--- config.mk ---
export PLATFORM = sky130hd
export DESIGN_NAME = lock_entry_ctrl
export DESIGN_NICKNAME = d
export VERILOG_FILES = /design/src/rtl/lock_entry_ctrl.sv
export SDC_FILE = /design/constraint.sdc
export NUM_CORES = 1
export LEC_CHECK = 0
export ABC_AREA = 1
export CAP_MARGIN = 20
export CORE_MARGIN = 8
export CORE_UTILIZATION = 49
export CTS_BUF_LIST = sky130_fd_sc_hd__clkbuf_16
export CTS_CLUSTER_SIZE = 16
export DETAILED_ROUTE_END_ITERATION = 8
export PLACE_DENSITY = 0.86
export SYNTH_ARGS = -nofsm -noshare
export SYNTH_HDL_FRONTEND = slang
export SYNTH_SLANG_ARGS = --single-unit
--- constraint.sdc ---
create_clock -name clk -period 1.4 [get_ports clk]
set_input_delay 0.21 -clock clk [delete_from_list [all_inputs] [get_ports clk]]
set_output_delay 0.21 -clock clk [all_outputs]
set_load 0.005 [all_outputs]
--- src/rtl/lock_entry_ctrl.sv ---
// Entry sequencer for the 5-digit password comparator. It steps the digit
// position, collects match results, issues grant/deny, and enforces lockout.
module lock_entry_ctrl #(
    parameter int MAX_FAILS      = 3,
    parameter int UNLOCK_CYCLES  = 50,
    parameter int LOCK_CYCLES    = 200,
    parameter int TIMEOUT_CYCLES = 100
) (
    input  logic       clk,
    input  logic       rst_n,
    input  logic [3:0] digit,
    input  logic       digit_valid,
    input  logic       clear,
    input  logic       cmp_match,
    output logic [3:0] cmp_digit,
    output logic [2:0] cmp_pos,
    output logic       unlock,
    output logic       deny,
    output logic       alarm,
    output logic       busy,
    output logic [1:0] fail_count
);
    localparam int TMR_MAX = (UNLOCK_CYCLES > LOCK_CYCLES) ? UNLOCK_CYCLES : LOCK_CYCLES;
    localparam int TW      = $clog2(TMR_MAX + 1);
    localparam int IW      = $clog2(TIMEOUT_CYCLES + 1);
    localparam logic [1:0] FAIL_MAX = 2'(MAX_FAILS);

    typedef enum logic [1:0] {ENTRY, GRANT, DENY, LOCKOUT} state_t;

    state_t        state, state_nxt;
    logic [2:0]    pos_nxt;
    logic          ok, ok_nxt;
    logic [1:0]    fail_nxt;
    logic [IW-1:0] idle_cnt, idle_nxt;
    logic [TW-1:0] tmr, tmr_nxt;

    assign cmp_digit = digit;

    always_ff @(posedge clk or negedge rst_n) begin
        if (!rst_n) begin
            state      <= ENTRY;
            cmp_pos    <= 3'd1;
            ok         <= 1'b1;
            fail_count <= '0;
            idle_cnt   <= '0;
            tmr        <= '0;
            unlock     <= 1'b0;
            deny       <= 1'b0;
            alarm      <= 1'b0;
            busy       <= 1'b0;
        end else begin
            state      <= state_nxt;
            cmp_pos    <= pos_nxt;
            ok         <= ok_nxt;
            fail_count <= fail_nxt;
            idle_cnt   <= idle_nxt;
            tmr        <= tmr_nxt;
            // Outputs follow the next state so each verdict shows one cycle after its strobe
            unlock     <= (state_nxt == GRANT);
            deny       <= (state_nxt == DENY);
            alarm      <= (state_nxt == LOCKOUT);
            busy       <= (state_nxt != ENTRY);
        end
    end

    always_comb begin
        state_nxt = state;
        pos_nxt   = cmp_pos;
        ok_nxt    = ok;
        fail_nxt  = fail_count;
        idle_nxt  = idle_cnt;
        tmr_nxt   = tmr;
        case (state)
            ENTRY: begin
                if (clear) begin
                    pos_nxt  = 3'd1;
                    ok_nxt   = 1'b1;
                    idle_nxt = '0;
                end else if (digit_valid) begin
                    idle_nxt = '0;
                    if (cmp_pos == 3'd5) begin
                        pos_nxt = 3'd1;
                        ok_nxt  = 1'b1;
                        tmr_nxt = '0;
                        if (ok && cmp_match) begin
                            state_nxt = GRANT;
                            fail_nxt  = '0;
                        end else begin
                            state_nxt = DENY;
                            if (fail_count != FAIL_MAX)
                                fail_nxt = fail_count + 2'd1;
                        end
                    end else begin
                        pos_nxt = cmp_pos + 3'd1;
                        ok_nxt  = ok & cmp_match;
                    end
                end else if (cmp_pos != 3'd1) begin
                    // Timeout aborts exactly like clear and is not a failure
                    if (idle_cnt == IW'(TIMEOUT_CYCLES - 1)) begin
                        pos_nxt  = 3'd1;
                        ok_nxt   = 1'b1;
                        idle_nxt = '0;
                    end else begin
                        idle_nxt = idle_cnt + 1'b1;
                    end
                end
            end
            GRANT: begin
                if (tmr == TW'(UNLOCK_CYCLES - 1)) begin
                    state_nxt = ENTRY;
                    tmr_nxt   = '0;
                end else begin
                    tmr_nxt = tmr + 1'b1;
                end
            end
            DENY: begin
                tmr_nxt   = '0;
                state_nxt = (fail_count == FAIL_MAX) ? LOCKOUT : ENTRY;
            end
            LOCKOUT: begin
                if (tmr == TW'(LOCK_CYCLES - 1)) begin
                    state_nxt = ENTRY;
                    tmr_nxt   = '0;
                    fail_nxt  = '0;
                end else begin
                    tmr_nxt = tmr + 1'b1;
                end
            end
            default: state_nxt = ENTRY;
        endcase
    end
endmodule

### Word-level counts from Yosys, hierarchy flattened

Index checks and enable logic that the tools add are counted.

* bits of input ports: 9
* output and inout port bits: 13
* logic and storage cells: 78
* bits in registers: 27

* bitwise gates (word level): 1
* multiplexer cells: 35
* add/subtract/negate cells: 4
* equality and inequality tests: 18
* reductions and logical operators: 10

Operator list (count)
* $mux W8: 5
* $pmux W8 S4: 1
* $mux W7: 4
* $mux W2: 13
* $mux W3: 5
* $eq A2 B2 Y1 const B: 5
* $ne A2 B2 Y1 const B: 5
* $add A8 B1 Y8 const B: 1
* $eq A8 B6 Y1 const B: 1
* $eq A8 B8 Y1 const B: 1
* $pmux W2 S4: 1
* $add A7 B1 Y7 const B: 1
* $eq A7 B7 Y1 const B: 1
* $reduce_and A3 Y1: 2
* $reduce_and A6 Y1: 1
* $reduce_bool A3 Y1: 2
* $mux W1: 5
* $eq A2 B1 Y1 const B: 2
* $pmux W2 S2: 1
* $reduce_bool A2 Y1: 2
* $add A3 B1 Y3 const B: 1
* $eq A3 B3 Y1 const B: 1
* $ne A3 B1 Y1 const B: 1
* $ne A3 B3 Y1 const B: 1
* 5 further kinds: 5

### Longest topological paths before layout

* depth after elaboration: 7
* gate-level depth with buffers: 10
* depth with buffers taken out: 10

### Worst setup path before layout

No wires, ideal clock.

* path type: reg-to-reg
* start: register cmp_pos[0]
* end: register cmp_pos[2]
* cell stages (with the launch flop): 10
* data required time: 1.277 ns
* clock period less this slack: 1.331 ns
* buffers on the path: 0
* arrival: 1.207 ns
* setup slack: 0.069 ns
* library setup time: 0.123 ns
* cells stage by stage: dfstp_2 inv_2 nor2_4 nand3_2 nand2_4 inv_2 nand2_4 inv_4 nand2_1 o21ai_1

* cells in the longest elaborated chain, start to end: 4
* elaborated cells between the ends (all ways): 8
* those cells by class: add/sub (1); eq/ne (2); mux (3); reduce/logical (2)

RTL lines
* from (decl): RTL line 16 `output logic [2:0] cmp_pos,`
* from (signal assigned): RTL line 53 `cmp_pos <= pos_nxt;`
* $add A3 B1 Y3 / $eq A3 B3 Y1 (equally long branches): RTL line 94, 81
* $mux W3: RTL line 81 `if (cmp_pos == 3'd5) begin`
* $mux W3: RTL line 79 `end else if (digit_valid) begin`
* $mux W3: RTL line 75 `if (clear) begin`

Several ways; a longest one is shown, not always the timed one.
A chain may end at the register's enable or synchronous reset.

### Worst setup path in the final report

* start: register tmr[0]
* end: register tmr[0]

* cells in the longest elaborated chain, start to end: 3
* elaborated cells between the ends (all ways): 6
* those cells by class: add/sub (1); eq/ne (2); mux (3)

RTL lines
* from (decl): RTL line 35 `logic [TW-1:0] tmr, tmr_nxt;`
* from (signal assigned): RTL line 57 `tmr <= tmr_nxt;`
* $add A8 B1 Y8, or another cell as far along: RTL line 113, 126
* $mux W8, on equally long branches: RTL line 121, 109
* $pmux W8 S4 (*): RTL line 73 `case (state)`

Every way passes the cells marked *; elsewhere a longest branch is shown, timed or not.

==> reports/results.txt <==
Worst-Skew Late Latency -> 0.27 ns
combinational cell fraction of total power -> 49.6%
Sum Neg Setup Slack -> -0.2603 ns
Die Area -> 0.005314 mm2
CP cell instances -> buf_4 -> ha_1 -> nor3b_2 -> nand2_1 -> nand2_2 -> nand2_4 -> nor2_1 -> a21oi_1
number of DRC markers after the initial detailed-route iteration -> 114
area growth from synthesis to final layout -> 36.91%
Worst Path Buf+Inv -> 1
average detailed-routed wire length per instance -> 13.88 um
total inserted antenna cells -> 0
fraction of the yosys area taken by sequential cells -> 42.74%
smallest setup slack after layout -> -0.06956 ns
wire length of the first global-routing pass -> 5.796 mm
Sw Ratio -> 40.15%
Data required, critical path -> 1.59 ns
average vias per placed instance -> 5.088
type of the worst setup path -> reg2reg
DRC violation count after routing -> 0
type of the worst min-delay path -> in2async
Final nets -> 255
number of max-slew violations in the final report -> 0
number of buffers on the longest clock path -> 2
number of failing hold endpoints at the final stage -> 0
relative slew slack -> 80.76%
CTS tree -> built
Placeable Area -> 0.003078 mm2
x dimension of the die -> 72.90 um
CP top delay family -> simple AND/OR/NAND/NOR gates
crit path time final -> 1.470 ns
Total Wirelength -> 3.956 mm
most instantiated library cell after synthesis -> sky130_fd_sc_hd__nand2_1
Die H -> 72.90 um
Cell Area, Placed -> 0.001894 mm2
Async S/R FF share, synth -> 100.0%
design area -> 0.002172 mm2
syn nets -> 216
top area cells in the synthesized netlist -> sky130_fd_sc_hd__dfrtp_1, sky130_fd_sc_hd__nand2_1, sky130_fd_sc_hd__nor2_1
CTS HTree Levels -> 1
final-report setup violation count -> 8
post-synthesis area per instance -> 7.815 um2
LEAKAGE -> 0.001074 uW
cell with the biggest individual delay on the critical path -> sky130_fd_sc_hd__dfrtp_1
worst slack at placement -> -0.1783 ns
crit path max fanout -> 6
status -> finished, violations left
number of global-route vias before repair -> 1343
fraction of layout cells with a size suffix above 1 -> 35.27%
fmax -> 680.5 MHz
Hold-fix buffers, CTS -> 0
largest net degree at the start of global routing -> 28
Global Route Usage Sum -> 13.66%
number of synthesized register bits -> 27
maximum capacitance violations -> 0
via count -> 1450
period utilization -> 105.0%
unrepaired setup endpoints after global routing -> yes
residual overflow from global routing -> 0
count of flip-flops with a built-in enable after synthesis -> 0
number of cells produced by synthesis -> 203
CP endpoint kind -> flop
worst endpoint data arrival time -> 1.66 ns
TritonCTS buffer count -> 3
fraction of power consumed by sequential logic -> 32.5%
sw power -> 1515 uW
antenna violation net count after detailed routing -> 0
internal power -> 2259 uW
master cell of the clock root buffer -> sky130_fd_sc_hd__clkbuf_16
skew final -> 0.002273 ns
post-CTS clock slew at the launch and capture registers of the worst setup and hold paths -> 0.07 ns
Overall Power -> 3774 uW
post-synthesis cell type count -> 30
maximum resistive drop on vdd -> 0.001340 V
cell taking the most area after synthesis -> sky130_fd_sc_hd__dfrtp_1
Synth Warn # -> 0
most common library cells after synthesis -> sky130_fd_sc_hd__nand2_1, sky130_fd_sc_hd__dfrtp_1, sky130_fd_sc_hd__nor2_1, sky130_fd_sc_hd__inv_1, sky130_fd_sc_hd__nand3_1
fraction of post-synthesis cell area in the top cell type by area -> 39.43%
count of TritonRoute iterations in the first routing pass -> 4
number of rows created at floorplan -> 20
Starting Density -> 51.54%
largest stage delay on the critical path -> 0.39 ns
Netlist Area Pre-Place -> 0.001587 mm2
P per Cell Area -> 1737 mW/mm2
dpl hpwl -> 2.483 mm
number of antenna violations at the first check in global routing -> 0
violations in the final reports -> negative setup slack
worst-case hold slack -> 0.2917 ns
startpoint type of the worst setup path -> flop
buffers added on ports -> 13
Sink Count -> 27
Top FF cell, synth -> sky130_fd_sc_hd__dfrtp_1
measured slew at the worst slew-check pin -> 0.2875 ns
number of placed I/O pins -> 22
Clk network pwr share -> 17.8%
Final GP Congestion -> 0.8570
logic make-up after synthesis:
group / share of synthesized area, %
and+or+nand+nor: 35.49
adders and majority gates: 3.155
buffers and inverters: 8.359
DFF: 42.74
xor gates and xnor gates: 1.656
AOI/OAI and AO/OA: 8.597
sequential cells by signal, indices dropped and copies added (netlist names):
register    count
cmp_pos         3
idle_cnt        7
state           2
alarm           1
fail_count      2
tmr             8
busy            1
unlock          1
deny            1
ok              1
final cells by class:
class | count | area, um2
Clock buffer | 3 | 75.07
Tap cell | 44 | 55.05
Timing Repair Buffer | 38 | 351.6
Clock inverter | 1 | 7.507
Sequential cell | 27 | 679.4
Inverter | 26 | 112.6
Multi-Input combinational cell | 146 | 890.9
Fill cell | 219 | 905.9
power by group through the flow:
stage	clock network (uW)	logic, uW	registers [uW]
6_report	673	1870	1230
5_1_grt	706	2050	1250
4_1_cts	675	1550	1210
3_5_place_dp	0	1470	1240
3_3_place_gp	0	1430	1230
2_1_floorplan	0	864	1230
layer usage:
metal	wire, um	part of all wire (%)	vias up	global-route usage (%)
li1	-	-	715	-
met1	1724	44	706	16.35
met2	2005	51	23	22.76
met3	170	4.3	6	3.709
met4	55	1.4	0	4.889
met5	0	0	-	0
what timing repair did:
action | 4_1_cts | 5_1_grt
gates resized for setup | 3 | 42
cloned | 0 | 0
setup buffers | 3 | 6
hold endpoints to repair | 0 | 0
pin swaps | 0 | 15
endpoints found under the setup margin | 5 | 25
through the flow:
step / utilization [%] / cells
floorplan: - / 203
global placement: 61.54 / 273
detailed placement: 61.54 / 273
CTS: 65.04 / 280
global route: 70.57 / 285
finish: 70.57 / 285
final timing paths:
check	cells after the start	to	slack [ns]	startpoint
hold / removal	2	cmp_pos[1]	0.29	rst_n
hold reg to reg	2	ok	0.47	ok
setup / recovery	8	tmr[0]	-0.07	tmr[0]
setup reg to reg	8	tmr[0]	-0.07	tmr[0]
max in group asynchronous	2	ok	0.88	rst_n
min in group clk	0	cmp_digit[0]	0.42	digit[0]
placed cells by master (no fill, tap or decap), types with 2 or more instances in the layout:
cell type                         count
sky130_fd_sc_hd__clkdlybuf4s50_1      9
sky130_fd_sc_hd__nor2_4               6
sky130_fd_sc_hd__a21oi_2              3
sky130_fd_sc_hd__buf_4               23
sky130_fd_sc_hd__nand3_1             14
sky130_fd_sc_hd__o21ai_1              4
sky130_fd_sc_hd__dfstp_2              2
sky130_fd_sc_hd__nand4_1              3
sky130_fd_sc_hd__xor2_1               2
sky130_fd_sc_hd__nand3_2              3
sky130_fd_sc_hd__inv_1               18
sky130_fd_sc_hd__o21ai_2              6
sky130_fd_sc_hd__buf_12               2
sky130_fd_sc_hd__clkbuf_16            3
sky130_fd_sc_hd__nor2_1              19
sky130_fd_sc_hd__dfrtp_1             24
sky130_fd_sc_hd__dlymetal6s2s_1       3
sky130_fd_sc_hd__ha_1                 2
sky130_fd_sc_hd__a21oi_1              2
sky130_fd_sc_hd__nor3_1               2
sky130_fd_sc_hd__nand2_4              5
sky130_fd_sc_hd__ha_2                 2
sky130_fd_sc_hd__inv_2                5
sky130_fd_sc_hd__nor2_2               4
sky130_fd_sc_hd__nand2_1             47
sky130_fd_sc_hd__o21ai_0              3
sky130_fd_sc_hd__nand2_2             10
Note: power is estimated with default switching activity, not from simulation.
